File: src/rtl/capture_ctrl.sv
// Acquisition sequencer for the channel sampler and circular sample RAM:
// divided sample clock, write strobe/address, pre/post-trigger split, completion.
module capture_ctrl #(
    parameter int unsigned ENTRIES = 384,
    parameter int unsigned ADDR_W  = 9
) (
    input  logic              clk,
    input  logic              rst,
    input  logic              run,
    input  logic              abort,
    input  logic [3:0]        decimator,
    input  logic [ADDR_W-1:0] trig_posn,
    input  logic              triggered,
    output logic              smpl_clk,
    output logic              wrt_smpl,
    output logic [ADDR_W-1:0] waddr,
    output logic              armed,
    output logic              capture_done,
    output logic [ADDR_W-1:0] trace_end
);

    localparam int unsigned DEC_W  = 16;
    localparam int unsigned POST_W = ADDR_W + 1;

    typedef enum logic [2:0] {
        IDLE    = 3'd0,
        CAPTURE = 3'd1,
        ARMED   = 3'd2,
        POST    = 3'd3,
        DONE    = 3'd4
    } state_t;

    state_t              state;
    state_t              state_nxt;
    logic [DEC_W-1:0]    dec_cnt;
    logic [ADDR_W-1:0]   pre_cnt;
    logic [POST_W-1:0]   post_cnt;

    logic [3:0]          d_eff;
    logic [DEC_W-1:0]    dec_mask;
    logic [ADDR_W-1:0]   trig_c;
    logic [POST_W-1:0]   post_tgt;
    logic [ADDR_W-1:0]   pre_cnt_nxt;
    logic [POST_W-1:0]   post_cnt_nxt;
    logic [ADDR_W-1:0]   waddr_inc;
    logic                sampling;
    logic                run_ok;

    // Next-state and datapath helper decode
    always_comb begin
        state_nxt    = state;
        d_eff        = (decimator == 4'd15) ? 4'd14 : decimator;
        dec_mask     = DEC_W'((32'd2 << d_eff) - 32'd1);
        trig_c       = (32'(trig_posn) >= ENTRIES) ? ADDR_W'(ENTRIES - 1) : trig_posn;
        post_tgt     = POST_W'(ENTRIES) - POST_W'(trig_c);
        // Counts include the strobe presented in the current clk
        pre_cnt_nxt  = pre_cnt + ADDR_W'(wrt_smpl);
        post_cnt_nxt = post_cnt + POST_W'(wrt_smpl);
        waddr_inc    = (waddr == ADDR_W'(ENTRIES - 1)) ? '0 : waddr + ADDR_W'(1);
        sampling     = (state == CAPTURE) || (state == ARMED) || (state == POST);
        run_ok       = run && ((state == IDLE) || (state == DONE));

        case (state)
            IDLE:    if (run) state_nxt = CAPTURE;
            CAPTURE: if (pre_cnt_nxt >= trig_c) state_nxt = ARMED;
            ARMED:   if (triggered) state_nxt = POST;
            POST:    if (post_cnt_nxt >= post_tgt) state_nxt = DONE;
            DONE:    if (run) state_nxt = CAPTURE;
            default: state_nxt = IDLE;
        endcase

        if (abort) state_nxt = IDLE;
    end

    // State, counters and registered outputs
    always_ff @(posedge clk) begin
        if (rst) begin
            state        <= IDLE;
            dec_cnt      <= '0;
            pre_cnt      <= '0;
            post_cnt     <= '0;
            smpl_clk     <= 1'b0;
            wrt_smpl     <= 1'b0;
            waddr        <= '0;
            armed        <= 1'b0;
            capture_done <= 1'b0;
            trace_end    <= '0;
        end else begin
            state        <= state_nxt;
            smpl_clk     <= dec_cnt[d_eff];
            wrt_smpl     <= sampling && !abort && ((dec_cnt & dec_mask) == DEC_W'(1));
            armed        <= (state_nxt == ARMED);
            capture_done <= (state_nxt == DONE);

            if (run_ok && !abort) begin
                dec_cnt  <= '0;
                waddr    <= '0;
                pre_cnt  <= '0;
                post_cnt <= '0;
            end else begin
                if (sampling) dec_cnt <= dec_cnt + DEC_W'(1);
                if (wrt_smpl) waddr <= waddr_inc;
                if ((state == CAPTURE) && wrt_smpl) pre_cnt <= pre_cnt_nxt;
                if ((state == ARMED) && (state_nxt == POST)) post_cnt <= '0;
                else if ((state == POST) && wrt_smpl) post_cnt <= post_cnt_nxt;
            end

            if ((state == POST) && (state_nxt == DONE)) trace_end <= waddr;
        end
    end

endmodule
File: config.mk
export PLATFORM = sky130hd
export DESIGN_NAME = capture_ctrl
export DESIGN_NICKNAME = d
export VERILOG_FILES = /design/src/rtl/capture_ctrl.sv
export SDC_FILE = /design/constraint.sdc
export NUM_CORES = 1
export LEC_CHECK = 0
export BUFFER_PORTS_ARGS = -buffer_cell sky130_fd_sc_hd__buf_2
export CORE_MARGIN = 2
export CORE_UTILIZATION = 64
export DETAILED_ROUTE_END_ITERATION = 10
export PLACE_DENSITY_LB_ADDON = 0.3
export SLEW_MARGIN = 40
export SYNTH_ARGS = -nofsm -noshare
export SYNTH_HDL_FRONTEND = slang
export SYNTH_SLANG_ARGS = --single-unit
File: constraint.sdc
create_clock -name clk -period 4.35 [get_ports clk]
set_input_delay 0.435 -clock clk [delete_from_list [all_inputs] [get_ports clk]]
set_output_delay 0.435 -clock clk [all_outputs]
set_load 0.01 [all_outputs]
==> results of run 1 <==
-- placed cells by master (no fill, tap or decap), types with 3 or more instances in the layout --
cell / n
a211oi_1: 4
nand2_1: 42
nor2_1: 67
nand2b_1: 23
xor2_1: 30
inv_1: 14
a21oi_1: 21
o21ai_0: 15
buf_2: 39
xnor2_1: 25
ha_1: 25
nand3_1: 17
o21a_1: 3
and2_1: 3
a31oi_1: 4
and3_1: 4
a311oi_1: 3
nand4_1: 13
dfxtp_1: 60
clkbuf_8: 12
or3_1: 7
mux2i_1: 16
and4_1: 3
nor4_1: 4
nor3_1: 10
-- worst min path at each step --
stage | to | slack [ns] | cells past startpoint
3_3_place_gp | post_cnt[0] | 0.45 | 2
4_1_cts | capture_done | 0.34 | 2
5_1_grt | capture_done | 0.37 | 2
6_report | capture_done | 0.36 | 2
3_5_place_dp | trace_end[3] | 0.46 | 2
2_1_floorplan | post_cnt[0] | 0.44 | 2
-- metal layers --
| layer | track usage, % | share of wire [%] |
|---|---|---|
| met4 | 7.97 | 0.82 |
| met1 | 32.8 | 48 |
| met2 | 40.6 | 46 |
| met5 | 0 | 0 |
| met3 | 5.93 | 4.5 |
-- state kept, by name, summed over array words and instances, names as in the netlist --
name,count
state,3
armed,1
post_cnt,10
wrt_smpl,1
smpl_clk,1
pre_cnt,9
capture_done,1
trace_end,9
dec_cnt,16
waddr,9
-- power groups by stage --
| stage | clock (mW) | combinational [mW] | sequential, mW |
|---|---|---|---|
| 6_report | 0.589 | 0.0893 | 0.553 |
| 5_1_grt | 0.624 | 0.101 | 0.553 |
| 4_1_cts | 0.603 | 0.0889 | 0.553 |
| 3_5_place_dp | 0 | 0.0883 | 0.566 |
| 3_3_place_gp | 0 | 0.0847 | 0.565 |
| 2_1_floorplan | 0 | 0.0649 | 0.564 |
-- per-stage QoR --
step,cells,util (%),area [µm²]
final,583,73.2,4280
after global placement,567,69.1,4050
after global routing,583,73.2,4280
after CTS,583,73.2,4280
after floorplan,474,-,3840
after detailed placement,567,69.1,4050
-- kinds of logic (layout without fill, tap and decap cells) --
| family | count (synthesis) | count (layout) | share of synthesized area [%] |
|---|---|---|---|
| adders and majority gates | 26 | 26 | 8.40 |
| buffers and inverters | 36 | 70 | 3.87 |
| AOI/OAI and AO/OA | 70 | 70 | 11.9 |
| muxes | 19 | 19 | 5.34 |
| DFF | 60 | 60 | 31.2 |
| other | 1 | 1 | 0.0975 |
| xor gates and xnor gates | 55 | 55 | 12.5 |
| and+or+nand+nor | 207 | 207 | 26.6 |
-- area by class of cell --
type	count	area, µm²	share of cell area (%)
clock buffers	13	169	3.95
clock inverters	3	67.6	1.58
inverters	14	52.6	1.23
multi-input cells	378	2490	58.3
flip-flops and latches	60	1200	28.1
well taps	75	93.8	2.19
repair buffers	40	203	4.73
==> metrics.txt, run 1 <==
nature of the critical path endpoint=flop; Worst Setup SP=trig_posn[8]; Post-Syn Area=3840 µm²; Final period util=76.5%; clock transition at the registers of the reported paths=0.07 ns; Pleak=1.69 nW; Mapped Cells=474; Synth Area per Inst=8.11 µm²; Starting DRT DRC Count=156; setup ws final=1.02 ns; post-route setup TNS=0 ns; Hold Path Class=input pin to flop; layout cells sized above 1=13.6%; clk_skew=0.00492 ns; MaxCap Viol Count=0; area grow syn2layout=11.4%; status=completed; CTS tree=done; FF+latch count, synth=60; DIE AREA=6640 µm²; CTS H-tree depth=3; family with the most delay on the worst path=compound AO/OA/AOI/OAI gates; R2R setup slack=1.06 ns; vias in the first global route=2974; Sequential Power Share=44.9%; Critical Path Stages=12; Post-synth ARST share=0%; Ports=40; Sw Share=22.5%; Routed WL per cell=13.5 µm; Rows=28; pin count of the biggest net entering global routing=31; Post-DRT Antenna Nets=0; cts hold-fix bufs=0; Psw=0.277 mW; die width=81.5 µm; CP Launch Type=input pin; GRT Resource Usage Total=25.0%; routability cong.=0.860; Slew headroom=56.7%; WS Path Type=input pin to flop; RSZ-0062 raised after global routing=false; DP HPWL=5650 µm; Clk network pwr share=47.8%; most instantiated cells after synthesis=nor2_1 (67), dfxtp_1 (60), nand2_1 (42); initial antenna violation count=0; CP Max Fanout=9; crit path buf inv count=1; Synth Net Count=517; clock tree root driver cell=clkbuf_8; FF-to-FF Start=wrt_smpl; clk sinks=60; Highest Clock Rate=300 MHz; dpl ws=0.705 ns; r2r endpoint=trace_end[7]; most common cell in the netlist=nor2_1; Crit-path slowest cell=o311a_1; DRC=0; area share of the largest cell type after synthesis=31.2%; crit-path cells=buf_2 > and2_1 > nor2_1 > ha_1 > or3b_2 > o21ai_0 > nand2_1 > ha_1 > nand4_1 > a311oi_1 > o311a_1 > mux2i_1; Die H=81.5 µm; Core Area=5850 µm²; number of flops mapped to enable cells by yosys=0; Hold Startpoint=abort; Power Dens Cells=288 nW/µm²; final hold vios=0; max incr delay on CP=0.61 ns; Vias/cell=5.70; Finish-stage setup viols=0; hold_ws=0.362 ns; Initial Utilization=65.7%; post-synth top area cell=dfxtp_1; Resized cells post-CTS=0; Worst R2R Path Depth=11; total chip power=1.23 mW; post-synthesis sequential area ratio=31.2%; number of fill cells=451; global route overflow=0; number of port buffers=39; Netlist cell types=58; Area contributors post-synth=dfxtp_1 (31%), ha_1 (8.1%), xor2_1 (6.8%), nor2_1 (6.5%), xnor2_1 (5.7%); slew at the pin with the worst max-slew slack=0.643 ns; 1st-pass router iterations=5; crit path DAT=3.59 ns; main flop type after synthesis=dfxtp_1; Worst IR Drop VDD=0.318 mV; first-pass GRT wire length=13100 µm; crit-path most repeated cell=ha_1; post-CTS setup buffers=0; layout net count=546; clk_lat worst skew=0.33 ns; worst setup path endpoint=trace_end[7]; WL final=7890 µm; max-slew violations=0; vias=3324; Cell Int Power=0.955 mW; Critical Path RT=4.61 ns; combinational share of power=7.2%; Bufs on Longest Clock Path=2; post-layout min period=3.33 ns; Yosys warning total=0; CTS Buf Count=9; antenna fix cells=0
(Power assumes the default switching activity.)
==> run 2, diff against run 1 <==
- CORE_UTILIZATION: 64 -> 59
- clock period: 4.35 -> 3.1 ns (I/O delays scaled with it)
==> run 2 against run 1 <==
Clock power grew 20%. Clock-buffer cell count shrank 3. Die area grew 8.0%. Sequential power grew 40%. Sequential share of layout area shrank 0.32 points.
==> metrics.txt, run 2 (synthesis results as in run 1) <==
Rows=29 (+3.6%); Largest Register=dec_cnt; Final period util=94.7%; max-slew violations=0 (unchanged); CP Launch Type=flop; max reg flops=16 (unchanged); biggest registers after layout=dec_cnt x16, post_cnt x10; commonest non-fill, non-tap cell in the layout=nor2_1; Worst IR Drop VDD=0.381 mV (+20%); DP HPWL=5790 µm (+2.3%); number of port buffers=39 (unchanged); GRT Resource Usage Total=23.8% (-1.2 points); CP Max Fanout=9 (unchanged); clk_skew=0.0102 ns (+0.00528 ns); CTS Buf Count=9 (unchanged); post-layout min period=2.93 ns; clk_lat worst skew=0.35 ns (+0.02 ns); 1st-pass router iterations=4 (-1); Highest Clock Rate=341 MHz; max incr delay on CP=0.39 ns (-0.22 ns); first-pass GRT wire length=14200 µm (+8.2%); die width=84.7 µm (+3.9%); Clk network pwr share=43.9% (-3.9 points); Placed Area=4100 µm² (+1.3%); Initial Utilization=60.9% (-4.8 points); number of fill cells=536 (+19%); Vias/cell=5.70 (about the same); final instance area=4330 µm² (+1.1%); status=completed; most frequent cells in the layout=nor2_1 (65), dfxtp_1 (60), nand2_1 (42), buf_2 (39), xor2_1 (30); Routed WL per cell=13.5 µm (+0.12%); nature of the critical path endpoint=flop; Core Area=6310 µm² (+7.9%); Pleak=1.71 nW (+1.0%); Die H=84.7 µm (+3.9%); DIE AREA=7180 µm² (+8.0%); Crit-path slowest cell=a311oi_2; dpl ws=-0.0945 ns (-0.800 ns); vias in the first global route=3235 (+8.8%); antenna fix cells=0 (unchanged); FF+latch area=1200 µm² (unchanged); final hold vios=0 (unchanged); Bufs on Longest Clock Path=2 (unchanged); area grow syn2layout=12.6%; Hold Path Class=input pin to flop; pin count of the biggest net entering global routing=31 (unchanged); multi-input combinational cell area=2530 µm² (+1.3%); Post-DRT Antenna Nets=0 (unchanged); family with the most delay on the worst path=adder cells; Ports=40 (unchanged); combinational share of power=8.0% (+0.8 points); Sw Share=24.7% (+2.2 points); Sequential Power Share=48.1% (+3.2 points); Cell Int Power=1.21 mW (+27%); slew at the pin with the worst max-slew slack=0.640 ns (-0.00296 ns); WS Path Type=flop to flop; R2R setup slack=0.17 ns (-0.89 ns); layout net count=551 (+0.92%); DRC=0 (unchanged); crit path DAT=3.21 ns (-0.38 ns); crit path buf inv count=1 (unchanged); initial antenna violation count=0 (unchanged); crit-path most repeated cell=ha_2; crit-path cells=ha_2 > ha_2 > nand3_1 > or2_4 > nor2_1 > xor2_1 > ha_1 > nand4_1 > a311oi_2 > o311a_1 > buf_12 > mux2i_1; clk sinks=60 (unchanged); global route overflow=0 (unchanged); setup ws final=0.166 ns (-0.856 ns); Psw=0.399 mW (+44%); CTS H-tree depth=3 (unchanged); Slew headroom=56.9% (+0.20 points); Starting DRT DRC Count=157 (+0.64%); Critical Path RT=3.37 ns (-1.24 ns); Finish-stage setup viols=0 (unchanged); CTS tree=done; routability cong.=0.939 (+9.2%); post-CTS setup buffers=0 (unchanged); clock tree root driver cell=clkbuf_8; Resized cells post-CTS=0 (unchanged); Power Dens Cells=372 nW/µm² (+29%); WL final=7990 µm (+1.3%); cts hold-fix bufs=0 (unchanged); clock transition at the registers of the reported paths=0.07 ns (about the same); MaxCap Viol Count=0 (unchanged); layout cells sized above 1=16.0% (+2.4 points); vias=3363 (+1.2%)
run 2: cell count changes in the layout (fill, tap and decap cells not counted), sizes merged:
cell | before | now
clkinv | 0 | 3
clkinvlp | 1 | 2
clkbuf | 13 | 10
bufinv | 2 | 1
buf | 40 | 45
run 2: metrics by stage:
| stage | hold WS (ns) | setup TNS (ns) | power (mW) | cells | utilization [%] |
|---|---|---|---|---|---|
| 2_1_floorplan | 0.382 | 0 | 0.883 | 474 | - |
| 3_3_place_gp | 0.449 | 0 | 0.916 | 574 | 64.9 |
| 3_5_place_dp | 0.453 | -0.558 | 0.920 | 574 | 64.9 |
| 4_1_cts | 0.197 | 0 | 1.63 | 590 | 68.1 |
| 5_1_grt | 0.222 | -0.0612 | 1.68 | 590 | 68.6 |
| 6_report | 0.209 | 0 | 1.61 | 590 | 68.6 |
run 2: layout make-up:
class,instances,share of cell area [%]
clock inverters,6,1.47
inverters,14,1.21
multi-input cells,378,58.3
flip-flops and latches,60,27.7
clock buffers,10,3.18
repair buffers,45,5.84
well taps,77,2.22
run 2: final timing paths:
check                                start      endpoint  cells past startpoint
worst max-delay path              wrt_smpl  trace_end[7]                     12
worst min-delay path                 abort      state[2]                      2
worst min register to register  pre_cnt[0]    pre_cnt[0]                      2
worst max register to register    wrt_smpl  trace_end[7]                     12
run 2: per-layer routing:
metal	global-route usage [%]	share of wire [%]	up-vias
li1	-	-	1717
met1	30.3	48	1588
met2	38.9	47	50
met3	7.28	3.6	8
met4	7.22	1.1	0
met5	0	0	-
run 2: power by group through the flow:
stage                     Sequential, mW  Combinational, mW  Clock (mW)
after floorplan                    0.792             0.0911           0
after global placement             0.794              0.123           0
after detailed placement           0.794              0.127           0
after CTS                          0.776              0.127       0.724
after global routing               0.776              0.147       0.761
final                              0.776              0.129       0.708
==> run 3, diff against run 2 <==
- CORE_MARGIN: 2 -> unset
- PLACE_DENSITY: unset -> 0.8
- PLACE_DENSITY_LB_ADDON: 0.3 -> unset
==> run 3 against run 2 <==
Setup slack improved by 0.011 ns. Global-route usage is 1.5 points higher. Clock-buffer cell count fell by 1. Routed wire length up 7.1%. Combinational power about the same. Total power is 10% higher. Final cell count up 0.17%. First-iteration DRC count decreased by 18%. Critical path type unchanged. Largest cell class unchanged.
==> metrics.txt, run 3 (synthesis results as in run 1) <==
Initial Utilization=60.9% (unchanged); Placed Area=4100 µm² (unchanged); WS Path Type=flop to flop; DP HPWL=5940 µm (+2.7%); dpl ws=-0.0756 ns (+0.0189 ns); antenna fix cells=0 (unchanged); Starting DRT DRC Count=129 (-18%); number of port buffers=39 (unchanged); DIE AREA=6840 µm² (-4.7%); clock transition at the registers of the reported paths=0.07 ns (about the same); setup ws final=0.177 ns (+0.0109 ns); Finish-stage setup viols=0 (unchanged); Bufs on Longest Clock Path=2 (unchanged); most frequent cells in the layout=nor2_1 (67), dfxtp_1 (59), nand2_1 (42), buf_2 (39), xor2_1 (30); post-layout min period=2.92 ns (-0.0109 ns); status=completed; Sw Share=23.6% (-1.2 points); clk_skew=0.00434 ns (-0.00585 ns); Hold Path Class=input pin to flop; crit path DAT=3.16 ns (-0.05 ns); commonest non-fill, non-tap cell in the layout=nor2_1; clk_lat worst skew=0.34 ns (about the same); Sequential Power Share=43.5% (-4.6 points); Worst R2R Path Depth=13 (+1); DRT met1 WL=3910 µm (+1.5%); DRC=0 (unchanged); Die H=82.7 µm (-2.4%); cts hold-fix bufs=0 (unchanged); layout net count=552 (+0.18%); Critical Path RT=3.33 ns (-0.04 ns); total chip power=1.78 mW (+10%); CTS tree=done; MaxCap Viol Count=0 (unchanged); Top Layer Used=met4; nature of the critical path endpoint=flop; Cell Int Power=1.36 mW (+12%); final hold vios=0 (unchanged); initial antenna violation count=0 (unchanged); CP Launch Type=flop; CP Max Fanout=9 (unchanged); vias in the first global route=2985 (-7.7%); Pleak=1.73 nW (+1.2%); Post-DRT Antenna Nets=0 (unchanged); hold_ws=0.227 ns (+0.0187 ns); GRT Resource Usage Total=25.3% (+1.5 points); final instance area=4370 µm² (+0.90%); Vias/cell=5.84 (+2.4%); Largest Register=dec_cnt; routability cong.=0.931 (-0.85%); met3 wire len=359 µm (+24%); Final period util=94.3% (-0.35 points); vias=3450 (+2.6%); Core Area=6310 µm² (unchanged); worst hold stages=2 (unchanged); WL final=8570 µm (+7.1%); post-route core utilization=69.2% (+0.61 points); clk sinks=60 (unchanged); Slew headroom=56.3% (-0.66 points); Ports=40 (unchanged); Power Dens Cells=408 nW/µm² (+9.5%); 1st-pass router iterations=5 (+1); first-pass GRT wire length=13300 µm (-6.1%); Highest Clock Rate=342 MHz (+0.37%); Routed WL per cell=14.5 µm (+7.0%); layout cells sized above 1=15.6% (-0.42 points); die width=82.7 µm (-2.4%); CTS Buf Count=9 (unchanged); R2R setup slack=0.18 ns (about the same); max reg flops=16 (unchanged); global route overflow=0 (unchanged); combinational share of power=7.3% (-0.7 points); Worst IR Drop VDD=0.296 mV (-22%); clock tree root driver cell=clkbuf_8; Clk network pwr share=49.1% (+5.2 points); met2 wire length=4150 µm (+10%); max-slew violations=0 (unchanged); pin count of the biggest net entering global routing=31 (unchanged); biggest registers after layout=dec_cnt x16, post_cnt x10; area grow syn2layout=13.6%; Rows=29 (unchanged); CTS H-tree depth=3 (unchanged); Psw=0.420 mW (+5.2%); slew at the pin with the worst max-slew slack=0.650 ns (+0.00984 ns)
==> run 3: changes by cell type in the layout (fill, tap and decap cells not counted), sizes merged <==
cell      previous run  this run
buf                 45        46
bufinv               1         3
clkbuf              10         9
clkinv               3         4
clkinvlp             2         0
==> run 3: final timing paths <==
check / from / end
setup reg to reg: post_cnt[0] / trace_end[7]
hold reg to reg: pre_cnt[0] / pre_cnt[0]
hold / removal: abort / capture_done
setup / recovery: post_cnt[0] / trace_end[7]
==> run 3: stage by stage <==
stage / cells / TNS [ns]
global placement: 574 / 0
detailed placement: 574 / -0.490
global route: 591 / -0.00199
floorplan: 474 / 0
CTS: 590 / 0
finish: 591 / 0
==> run 3: timing repair <==
action / 4_1_cts / 5_1_grt
gates resized for setup: 1 / 5
buffers inserted: 0 / 1
endpoints found under the setup margin: 1 / 13
hold endpoints to repair: 0 / 0
pin swaps: 0 / 2
==> run 3: area by class of cell <==
cell class | count | area [µm²]
clock inverter | 7 | 125
timing repair buffer | 46 | 260
clock buffer | 9 | 124
tap | 77 | 96.3
fill | 521 | 1940
multi-input combinational | 378 | 2510
sequential | 60 | 1200
inverter | 14 | 52.6
==> run 3: critical path, stage by stage (launching register included) <==
cell and delay [ns]:
dfxtp_1 0.36, ha_2 0.21, ha_2 0.21, nand3_1 0.14, or2_4 0.30, nor2_1 0.13
xor2_1 0.08, ha_1 0.20, a21oi_1 0.24, nand2b_1 0.22, nand2_1 0.07, o311a_1 0.39
buf_12 0.16, mux2i_1 0.12
==> run 3: per-layer routing <==
metal	vias up	GRT usage, %
met5	-	0
met4	0	8.10
met3	16	4.07
met2	79	42.0
met1	1639	33.4
li1	1716	-
==> run 3: power groups by stage <==
stage / Clock [mW] / Sequential (mW) / Combinational, mW
2_1_floorplan: 0 / 0.792 / 0.0911
3_3_place_gp: 0 / 0.793 / 0.123
3_5_place_dp: 0 / 0.794 / 0.127
4_1_cts: 0.883 / 0.776 / 0.129
5_1_grt: 0.916 / 0.776 / 0.146
6_report: 0.876 / 0.776 / 0.130
